<file path="config.mk">
export PLATFORM = sky130hd
export DESIGN_NAME = mul_seq_ctrl_flat
export DESIGN_NICKNAME = d
export VERILOG_FILES = /design/src/rtl/mul_seq_ctrl_pkg.sv /design/src/rtl/mul_seq_ctrl_if.sv /design/src/rtl/mul_seq_ctrl_dp.sv /design/src/rtl/mul_seq_ctrl.sv /design/src/flat_wrapper.sv
export SDC_FILE = /design/constraint.sdc
export NUM_CORES = 1
export LEC_CHECK = 0
export ABC_AREA = 1
export CAP_MARGIN = 15
export CORE_MARGIN = 3
export CORE_UTILIZATION = 40
export DETAILED_ROUTE_END_ITERATION = 8
export PLACE_DENSITY_LB_ADDON = 0.1
export REMOVE_ABC_BUFFERS = 1
export SLEW_MARGIN = 20
export SYNTH_ARGS = -nofsm -noshare
export SYNTH_HDL_FRONTEND = slang
export SYNTH_SLANG_ARGS = --single-unit
</file>
<file path="constraint.sdc">
create_clock -name clk_i -period 2.7 [get_ports clk_i]
set_clock_uncertainty 0.15 [all_clocks]
set_input_delay 0.54 -clock clk_i [delete_from_list [all_inputs] [get_ports clk_i]]
set_output_delay 0.54 -clock clk_i [all_outputs]
set_load 0.05 [all_outputs]
</file>
<file path="src/rtl/mul_seq_ctrl_pkg.sv">
// Shared constants for the EX-stage multiply sequencer.
// ALU control codes and the sequencer state encoding.
package mul_seq_ctrl_pkg;

  localparam logic [2:0] ALU_AND = 3'b000;
  localparam logic [2:0] ALU_OR  = 3'b001;
  localparam logic [2:0] ALU_ADD = 3'b010;
  localparam logic [2:0] ALU_MUL = 3'b100;
  localparam logic [2:0] ALU_SUB = 3'b110;

  typedef enum logic [1:0] {
    S_IDLE = 2'd0,
    S_RUN  = 2'd1,
    S_DONE = 2'd2
  } state_e;

  function automatic logic is_mul(
    input logic [2:0] ctrl
  );
    return ctrl == ALU_MUL;
  endfunction

endpackage

</file>
<file path="src/rtl/mul_seq_ctrl_if.sv">
// EX-stage <-> multiply sequencer bundle.
// Signal suffixes are from the sequencer's point of view.
interface mul_seq_ctrl_if #(
  parameter int WIDTH = 32
);

  logic             valid_i;
  logic [2:0]       ALUCtrl_i;
  logic             flush_i;
  logic [WIDTH-1:0] data1_i;
  logic [WIDTH-1:0] data2_i;
  logic             stall_o;
  logic             busy_o;
  logic             done_o;
  logic [WIDTH-1:0] result_o;

  modport master (
    output valid_i,
    output ALUCtrl_i,
    output flush_i,
    output data1_i,
    output data2_i,
    input  stall_o,
    input  busy_o,
    input  done_o,
    input  result_o
  );

  modport slave (
    input  valid_i,
    input  ALUCtrl_i,
    input  flush_i,
    input  data1_i,
    input  data2_i,
    output stall_o,
    output busy_o,
    output done_o,
    output result_o
  );

endinterface

</file>
<file path="src/rtl/mul_seq_ctrl_dp.sv">
// Radix-2 shift-add multiply datapath.
// Loads operands, then one partial product per step.
module mul_shift_add_dp #(
  parameter int WIDTH = 32
) (
  input  logic             clk_i,
  input  logic             rst_i,
  input  logic             load_i,
  input  logic             step_i,
  input  logic [WIDTH-1:0] mcand_i,
  input  logic [WIDTH-1:0] mplier_i,
  output logic [WIDTH-1:0] acc_nxt_o
);

  logic [WIDTH-1:0] mcand_q;
  logic [WIDTH-1:0] mplier_q;
  logic [WIDTH-1:0] acc_q;
  logic [WIDTH-1:0] acc_d;

  always_comb begin
    acc_d = acc_q;
    if (mplier_q[0]) begin
      acc_d = acc_q + mcand_q;
    end
  end

  assign acc_nxt_o = acc_d;

  always_ff @(posedge clk_i or negedge rst_i) begin
    if (!rst_i) begin
      mcand_q  <= '0;
      mplier_q <= '0;
      acc_q    <= '0;
    end else if (load_i) begin
      mcand_q  <= mcand_i;
      mplier_q <= mplier_i;
      acc_q    <= '0;
    end else if (step_i) begin
      acc_q    <= acc_d;
      mcand_q  <= mcand_q << 1;
      mplier_q <= mplier_q >> 1;
    end
  end

endmodule

</file>
<file path="src/rtl/mul_seq_ctrl.sv">
// Multi-cycle multiply sequencer for the EX stage.
// Stalls the pipeline while the shift-add datapath iterates.
module mul_seq_ctrl
  import mul_seq_ctrl_pkg::*;
#(
  parameter int WIDTH = 32,
  parameter int CNT_W = 6
) (
  input  logic          clk_i,
  input  logic          rst_i,
  mul_seq_ctrl_if.slave bus
);

  state_e           state_q;
  logic [CNT_W-1:0] cnt_q;
  logic             busy_q;
  logic             done_q;
  logic [WIDTH-1:0] result_q;

  logic             start;
  logic             load;
  logic             step;
  logic             stall;
  logic [WIDTH-1:0] acc_nxt;

  assign start = bus.valid_i
               && is_mul(bus.ALUCtrl_i)
               && !bus.flush_i;

  assign load = (state_q == S_IDLE) && start;
  assign step = (state_q == S_RUN);

  // Gated by reset so a mul held in EX
  // cannot raise stall while reset is low.
  always_comb begin
    stall = 1'b0;
    if (rst_i) begin
      stall = load || (step && !bus.flush_i);
    end
  end

  mul_shift_add_dp #(
    .WIDTH (WIDTH)
  ) u_dp (
    .clk_i     (clk_i),
    .rst_i     (rst_i),
    .load_i    (load),
    .step_i    (step),
    .mcand_i   (bus.data1_i),
    .mplier_i  (bus.data2_i),
    .acc_nxt_o (acc_nxt)
  );

  always_ff @(posedge clk_i or negedge rst_i) begin
    if (!rst_i) begin
      state_q  <= S_IDLE;
      cnt_q    <= '0;
      busy_q   <= 1'b0;
      done_q   <= 1'b0;
      result_q <= '0;
    end else begin
      case (state_q)
        S_IDLE: begin
          if (start) begin
            state_q <= S_RUN;
            cnt_q   <= CNT_W'(WIDTH);
            busy_q  <= 1'b1;
          end
        end
        S_RUN: begin
          if (bus.flush_i) begin
            state_q <= S_IDLE;
            busy_q  <= 1'b0;
          end else begin
            cnt_q <= cnt_q - 1'b1;
            // Last iteration: latch the final sum
            // so it is visible in the DONE cycle.
            if (cnt_q == CNT_W'(1)) begin
              state_q  <= S_DONE;
              done_q   <= 1'b1;
              result_q <= acc_nxt;
            end
          end
        end
        S_DONE: begin
          state_q <= S_IDLE;
          busy_q  <= 1'b0;
          done_q  <= 1'b0;
        end
        default: begin
          state_q <= S_IDLE;
          busy_q  <= 1'b0;
          done_q  <= 1'b0;
        end
      endcase
    end
  end

  assign bus.stall_o  = stall;
  assign bus.busy_o   = busy_q;
  assign bus.done_o   = done_q;
  assign bus.result_o = result_q;

endmodule
</file>
<file path="src/flat_wrapper.sv">
// flat-port wrapper written by rule: the top's interface ports become plain ports
module mul_seq_ctrl_flat import mul_seq_ctrl_pkg::*;
#(
  parameter int WIDTH = 32,
  parameter int CNT_W = 6
)
  (clk_i, rst_i, bus_valid_i, bus_ALUCtrl_i, bus_flush_i, bus_data1_i, bus_data2_i, bus_stall_o, bus_busy_o, bus_done_o, bus_result_o);
  mul_seq_ctrl_if #(.WIDTH(WIDTH)) bus_i ();
  input  logic clk_i;
  input  logic rst_i;
  input wire logic [$bits(bus_i.valid_i)-1:0] bus_valid_i;
  input wire logic [$bits(bus_i.ALUCtrl_i)-1:0] bus_ALUCtrl_i;
  input wire logic [$bits(bus_i.flush_i)-1:0] bus_flush_i;
  input wire logic [$bits(bus_i.data1_i)-1:0] bus_data1_i;
  input wire logic [$bits(bus_i.data2_i)-1:0] bus_data2_i;
  output wire logic [$bits(bus_i.stall_o)-1:0] bus_stall_o;
  output wire logic [$bits(bus_i.busy_o)-1:0] bus_busy_o;
  output wire logic [$bits(bus_i.done_o)-1:0] bus_done_o;
  output wire logic [$bits(bus_i.result_o)-1:0] bus_result_o;
  assign bus_i.valid_i = bus_valid_i;
  assign bus_i.ALUCtrl_i = bus_ALUCtrl_i;
  assign bus_i.flush_i = bus_flush_i;
  assign bus_i.data1_i = bus_data1_i;
  assign bus_i.data2_i = bus_data2_i;
  assign bus_stall_o = bus_i.stall_o;
  assign bus_busy_o = bus_i.busy_o;
  assign bus_done_o = bus_i.done_o;
  assign bus_result_o = bus_i.result_o;
  mul_seq_ctrl #(.WIDTH(WIDTH), .CNT_W(CNT_W)) u_core (.clk_i(clk_i), .rst_i(rst_i), .bus(bus_i));
endmodule
</file>
Word level (Yosys, flattened, before mapping). Cells that the tools add are included.

Register bits after elaboration: 138. Output and inout port bits: 35. Input port bits: 71. Logic and storage cells: 55.

Bitwise gates (word level): 2. Reductions and logical operators: 14. Equal/unequal tests: 8. Multiplexer cells: 21. Add/sub/neg operators: 2.

Operator list (count): two-way mux 32 bit (7); adder 32 bit (1); two-way mux 6 bit (2); one-hot mux 6 bit (2 select lines) (1); AND reduction 3 bit (3); equality test 6 x 1 -> 1 bit, second input constant (1); two-way mux 2 bit (3); inequality test 2 bit, second input constant (3); subtractor 6 x 1 -> 6 bit, second input constant (1); two-way mux 1 bit (5); logical AND 1 bit (4); one-hot mux 1 bit (2 select lines) (2); one-hot mux 2 bit (2 select lines) (1); AND reduction 2 bit (2); nonzero test 2 bit (2); equality test 3 bit, second input constant (1); inequality test 3 bit, second input constant (1); equality test 2 x 1 -> 1 bit, second input constant (1); logical NOT 2 bit (1); inequality test 2 x 1 -> 1 bit, second input constant (1); NOT 1 bit (2); logical NOT 1 bit (1); logical OR 1 bit (1).

Logic depth before layout (Yosys ltp). Gate-level depths: netlist of run 1.

Word-level depth: 6. Mapped depth: 14.

Cells and area by module. Synthesis of run 1 repeated with hierarchy kept, for this count alone.

Cell total of the unflattened synthesis: 1215. Area total of the unflattened synthesis: 8684.6 um2.

Modules (own cells, without submodules): mul_shift_add_dp (sequential area each 2402.3 um2, times used 1, cells an instance 1006, area an instance 6881.6 um2); mul_seq_ctrl (sequential area each 1051.0 um2, times used 1, cells an instance 209, area an instance 1803.0 um2).

Worst setup path before layout of run 1. OpenSTA, ideal clock, no wires.

Path type: input-to-output. Start point: input bus_flush_i. End point: output bus_stall_o. Arrival: 2.124 ns. Stages: 3. Slack: -0.114 ns. Data required time: 2.010 ns. Cell sequence: nor4_4 nand2_2 a21boi_0.

Longest elaborated chain between the ends: 5. Elaborated cells on any way between the ends: 6.

Ends and longest elaborated chain: start, declared (line flat_wrapper.sv:13) `input wire logic [$bits(bus_i.flush_i)-1:0] bus_flush_i;`; logical NOT 1 bit * (line mul_seq_ctrl.sv:28, mul_seq_ctrl.sv:38); logical AND 1 bit (line mul_seq_ctrl.sv:28) `&& !bus.flush_i;`; logical AND 1 bit (line mul_seq_ctrl.sv:30) `assign load = (state_q == S_IDLE) && start;`; logical OR 1 bit * (line mul_seq_ctrl.sv:38) `stall = load || (step && !bus.flush_i);`; two-way mux 1 bit * (line mul_seq_ctrl.sv:37) `if (rst_i) begin`; end, declared (line flat_wrapper.sv:16) `output wire logic [$bits(bus_i.stall_o)-1:0] bus_stall_o;`.

Every way passes the cells marked *; elsewhere a longest branch is shown, timed or not.

Worst setup path after layout of run 1. Same ends and word-level chain as after synthesis.

==> qor.csv, run 1 <==
metric;value;unit
routed-via-count;7523;
hp-class;in -> async;
place.port_buffers;105;
dieHeight;151;um
dieArea;22800;sq um
grt_first_pass_wirelength;37200;um
postCtsSetupRepairBufs;0;
yosys_register_bits;138;
max_freq;396;MHz
io_pins;106;
dp.cells;1541;
fin_total_pwr;10.7;mW
rsz0062_at_grt;no;
status;finished, final reports clean;
drv_cap;0;
wl;22300;um
drcViolationCount;0;
maxSlewViolCount;0;
coreArea;20400;sq um
finalNetCount;1395;
seq_area_frac_synth;41.1;%
yosysUniqueCellTypes;39;
antenna_found_initial;0;
hold_buffers;0;
vias_per_cell;4.78;
cp-end-kind;output pin;
slew_headroom;48.9;%
grtUsageTotal;20.7;%
synth-edff-count;0;
grt_pass1_vias;7254;
finalNonFillerCells;1573;
drt-wirelength-per-cell;14.2;um
critPathKind;in -> out;
ir_drop;447;uV
cp-start-kind;input pin;
rows;52;
async_reset_ff_share;100;%
drive_gt1_share;5.45;%
syn_inst;1194;
drtAntennaViolNets;0;
clock_sinks;138;
drtPass1Iterations;5;
drt_iter0_drc;420;
n_antenna_cell;0;
area_growth;24.4;%
power_density;1030;nW/um^2
cts_root_buf;clkbuf_16;
min_period;2520;ps
clock_latency;420;ps
arrival;1830;ps
startpoint;bus_flush_i;
hpwlAfterDp;15600;um
initial_core_util;41.1;%
critPathRequiredTime;2010;ps
hold_viol;0;
grt_overflow_total;0;
synth-main-ff-cell;dfrtp_1;
cts.htree.levels;4;
tightest_slew;767;ps
yosysWarnings;0;
worstPathMaxFanout;2;
gp_congestion;0.884;
grt_max_degree;139;
fin_crit_sh;93.4;%
die_x;151;um
setup_viol;0;
syn_avg_cell_area;7.03;sq um
clkSlewWorstSetupHoldPaths;60;ps
timing.rr.start;u_core.u_dp.mcand_q[0];
syn_area;8400;sq um
p_leak;5.47;nW
clockBufferDepth;2;
post_cts_resized;0;
cts_tree;done;
cts_made_buffers;17;
==> Yosys cell counts (4+ instances only) <==
library cell | number | share of area, %
nand3_1 | 114 | 6.8
clkbuf_1 | 21 | 0.94
o22ai_1 | 6 | 0.45
buf_4 | 10 | 0.89
ha_1 | 33 | 4.9
inv_1 | 178 | 8.0
a21oi_1 | 20 | 1.2
or2_2 | 11 | 0.82
xor2_1 | 7 | 0.73
xnor2_1 | 5 | 0.52
o221ai_1 | 29 | 3.0
o21ai_0 | 26 | 1.5
buf_2 | 9 | 0.54
inv_2 | 5 | 0.22
nor2_1 | 48 | 2.1
o211ai_1 | 13 | 1.2
dfrtp_1 | 138 | 41
nand4_1 | 4 | 0.30
o21ai_1 | 11 | 0.66
nand2_1 | 478 | 21
==> worst max-delay path, cell delays in order <==
cell	delay, ps
clkdlybuf4s50_1	470
nor4_4	320
nand2_2	80
a21boi_0	160
buf_4	140
buf_12	120
==> state kept, by name (all words and copies together), names as in the netlist <==
| register | cells |
|---|---|
| u_core.bus.result_o | 32 |
| u_core.u_dp.acc_q | 32 |
| u_core.u_dp.mcand_q | 32 |
| u_core.u_dp.mplier_q | 32 |
| u_core.cnt_q | 6 |
| u_core.state_q | 2 |
| u_core.bus.busy_o | 1 |
| u_core.bus.done_o | 1 |
==> layout by cell type (no fill, tap or decap), types with 2 or more instances in the layout <==
| master | Yosys | final |
|---|---|---|
| o21ai_1 | 11 | 11 |
| xnor2_1 | 5 | 5 |
| or2_2 | 11 | 11 |
| inv_1 | 178 | 178 |
| xor2_1 | 7 | 7 |
| nand4_1 | 4 | 4 |
| nor3_1 | 3 | 3 |
| and2_1 | 3 | 3 |
| nor2_2 | 3 | 2 |
| clkinv_4 | 0 | 2 |
| ha_1 | 33 | 33 |
| a21oi_1 | 20 | 20 |
| o221ai_1 | 29 | 29 |
| nand3_1 | 114 | 114 |
| clkdlybuf4s50_1 | 0 | 103 |
| nor2_4 | 1 | 2 |
| dfrtp_1 | 138 | 138 |
| o211ai_1 | 13 | 13 |
| nand2_2 | 2 | 2 |
| nor2_1 | 48 | 48 |
| inv_2 | 5 | 5 |
| a22oi_1 | 2 | 2 |
| bufinv_16 | 0 | 6 |
| buf_12 | 0 | 7 |
| clkbuf_16 | 0 | 17 |
| o21ai_0 | 26 | 26 |
| o22ai_1 | 6 | 6 |
| buf_4 | 10 | 7 |
| inv_6 | 0 | 3 |
| o21bai_1 | 2 | 2 |
| nand2_1 | 478 | 478 |
==> layer usage <==
metal / up-vias / GRT usage, % / routed length [um]
li1: 3948 / - / -
met1: 3424 / 29.8 / 11100
met2: 133 / 31.7 / 9810
met3: 18 / 4.55 / 1090
met4: 0 / 5.12 / 275
met5: - / 0 / 0
==> path summary, 6_finish.rpt <==
path	end	slack [ps]	depth (start not counted)
setup / recovery	bus_stall_o	180	6
hold / removal	u_core.u_dp.acc_q[5]	110	2
setup reg to reg	u_core.u_dp.acc_q[8]	260	9
hold reg to reg	u_core.bus.result_o[1]	330	2
max in group asynchronous	u_core.u_dp.mplier_q[29]	1720	2
min in group clk_i	u_core.bus.result_o[1]	330	2
==> final cells by class <==
cell class	count	area [sq um]
repair buffers	118	1230
fillers	2067	9980
flip-flops and latches	138	3450
well taps	270	338
clock inverters	13	236
multi-input cells	831	4050
inverters	184	691
clock buffers	19	443
==> cells by family (layout without fill, tap and decap cells) <==
group	Yosys count	count (layout)	share of synthesized area [%]
xor+xnor	12	12	1.25
compound gates	112	112	8.69
buf+inv	225	334	10.7
simple gates	673	673	33.1
flops	138	138	41.1
fa+ha+maj	34	34	5.16
==> power breakdown <==
| part | switching [mW] | internal, mW |
|---|---|---|
| clock network | 0.952 | 1.77 |
| logic | 3.08 | 1.77 |
| registers | 0.459 | 2.71 |
==> per-stage QoR <==
stage	util (%)	TNS [ps]	hold WS, ps	area [sq um]	worst slack, ps
2_1_floorplan	-	-121330	94.4	8190	-1530
3_3_place_gp	47.8	0	312	9770	155
3_5_place_dp	47.8	0	312	9770	161
4_1_cts	51.1	0	145	10400	160
5_1_grt	51.1	0	185	10400	44.8
6_report	51.1	0	108	10400	177
No activity file was read; power rests on OpenSTA's default activity.
==> run 2, diff against run 1 <==
==> constraint.sdc (replaced) <==
create_clock -name clk_i -period 2.7 [get_ports clk_i]
set_clock_uncertainty 0.15 [all_clocks]
set_input_delay 0.54 -clock clk_i [delete_from_list [all_inputs] [get_ports clk_i]]
set_output_delay 0.54 -clock clk_i [all_outputs]
set_load 0.005 [all_outputs]
==> run 2 against run 1 <==
  * Largest power group unchanged
  * Sequential power about the same
  * Utilization down 0.41 points
  * The flow now finishes with violations (negative hold slack)
  * Via count up 1.1%
  * Combinational power down 3%
  * Worst setup slack worse by 25 ps
==> qor.csv, run 2 (synthesis results as in run 1) <==
metric;value;unit;change
status;finished, violations left;;
violations;negative hold slack;;
totalNegativeSetupSlack;0;ps;unchanged
layout_setup_ws;152;ps;-25.2 ps
arrival;1860;ps;+30 ps
slew_headroom;40.8;%;-8.1 points
drive_gt1_share;5.59;%;+0.14 points
min_period;2550;ps;+25.2 ps
grt_first_pass_wirelength;36200;um;-2.7%
drtAntennaViolNets;0;;unchanged
cts_made_buffers;17;;unchanged
initial_core_util;41.1;%;unchanged
place.port_buffers;105;;unchanged
drcViolationCount;0;;unchanged
cp-start-kind;input pin;;
hpwlAfterDp;15400;um;-1.0%
n_antenna_cell;0;;unchanged
drv_cap;0;;unchanged
grt_max_degree;139;;unchanged
worst_hold_slack;-0.688;ps;-108 ps
io_pins;106;;unchanged
grtUsageTotal;20.0;%;-0.62 points
finalNetCount;1399;;+0.29%
gp_congestion;0.898;;+1.6%
crit_slowest_cell;clkdlybuf4s50_1;;
antenna_found_initial;0;;unchanged
dieHeight;151;um;unchanged
crit_chain;clkdlybuf4s50_1 -> nand2_1 -> nor4_4 -> nand2_2 -> a21boi_0 -> dlygate4sd2_1;;
critPathRequiredTime;2010;ps;about the same
routed-via-count;7606;;+1.1%
cts.htree.levels;4;;unchanged
rsz0062_at_grt;no;;
ir_drop;521;uV;+16%
hold_viol;1;;+1
area_growth;23.4;%;
clockBufferDepth;2;;unchanged
startpoint;bus_ALUCtrl_i[2];;
drtPass1Iterations;4;;-1
die_x;151;um;unchanged
placed_cell_area;9780;sq um;+0.13%
clkSlewWorstSetupHoldPaths;60;ps;about the same
dieArea;22800;sq um;unchanged
p_leak;5.44;nW;-0.56%
clock_latency;420;ps;about the same
fin_crit_sh;94.4;%;+0.93 points
drt-wirelength-per-cell;13.9;um;-1.8%
cts_tree;done;;
cp_num_buf_inv;2;;-1
path_delay_family;buffers and inverters;;
pre_cts_slack;-97.9;ps;-259 ps
tightest_slew;888;ps;+121 ps
grt_pass1_vias;7266;;+0.17%
rows;52;;unchanged
power_density;978;nW/um^2;-4.8%
wl;21900;um;-1.5%
hp-class;in -> async;;
cp-end-kind;output pin;;
cts_root_buf;clkbuf_16;;
final_common_cell;nand2_1;;
timing.rr.start;u_core.u_dp.mcand_q[0];;
clock_sinks;138;;unchanged
final_cell_mix;478 x nand2_1, 178 x inv_1, 138 x dfrtp_1;;
final_cell_area;10400;sq um;-0.80%
max_freq;392;MHz;-0.99%
drt_iter0_drc;353;;-16%
coreArea;20400;sq um;unchanged
setup_viol;0;;unchanged
cpPeakStageDelay;450;ps;-20 ps
vias_per_cell;4.82;;+0.85%
maxSlewViolCount;0;;unchanged
worstPathMaxFanout;2;;unchanged
critPathKind;in -> out;;
grt_overflow_total;0;;unchanged
run 2: changes by cell type in the layout (fill, tap and decap cells not counted), sizes merged:
cell         before  now
buf              15   18
bufinv            6    1
clkbuf           19   23
clkinv            4    5
clkinvlp          1    3
dlygate4sd2       0    1
inv             186  184
run 2: what timing repair did:
item	4_1_cts	5_1_grt
endpoints found under the setup margin	1	0
hold buffers	0	0
buffers inserted	1	0
hold endpoints to repair	0	0
gates resized for setup	1	0
run 2: worst paths after layout:
kind	end	slack [ps]	cells after the start
max	bus_stall_o	150	6
min reg2reg	u_core.bus.result_o[1]	330	2
max in group asynchronous	u_core.bus.result_o[11]	1640	2
min in group clk_i	u_core.bus.result_o[1]	330	2
max reg2reg	u_core.bus.result_o[28]	270	12
min	u_core.bus.result_o[4]	-0.7	2
run 2: cell type report:
class                   instances  area (sq um)
flip-flops and latches        138          3450
inverters                     184           691
clock buffers                  23           488
clock inverters                 9          88.8
repair buffers                122          1250
well taps                     270           338
fillers                      2066         10100
multi-input cells             831          4050
run 2: through the flow:
step / std cells / utilization [%] / power [mW]
2_1_floorplan: 1153 / - / 6.55
3_3_place_gp: 1544 / 47.9 / 7.80
3_5_place_dp: 1544 / 47.9 / 7.86
4_1_cts: 1577 / 50.7 / 10.2
5_1_grt: 1577 / 50.7 / 11.1
6_report: 1577 / 50.7 / 10.1
run 2: layer usage:
layer | share of wire [%] | wire length (um) | global-route usage, % | vias to the layer above
li1 | - | - | - | 3961
met1 | 50 | 11000 | 28.5 | 3501
met2 | 44 | 9660 | 30.9 | 121
met3 | 4.4 | 966 | 4.61 | 23
met4 | 1.4 | 308 | 5.35 | 0
met5 | 0 | 0 | 0 | -
run 2: power breakdown:
group / internal (mW) / leakage (nW) / switching [mW] / total (mW)
combinational: 1.75 / 3.42 / 2.95 / 4.70
clock: 1.37 / 0.276 / 0.916 / 2.28
sequential: 2.71 / 1.75 / 0.440 / 3.15
total: 5.83 / 5.44 / 4.31 / 10.1
run 2: worst register-to-register path: cells and delay by family, from the launching register on:
kind	cells	cell delay, ps
DFF	1	380
and+or+nand+nor	10	1060
adders and majority gates	2	730
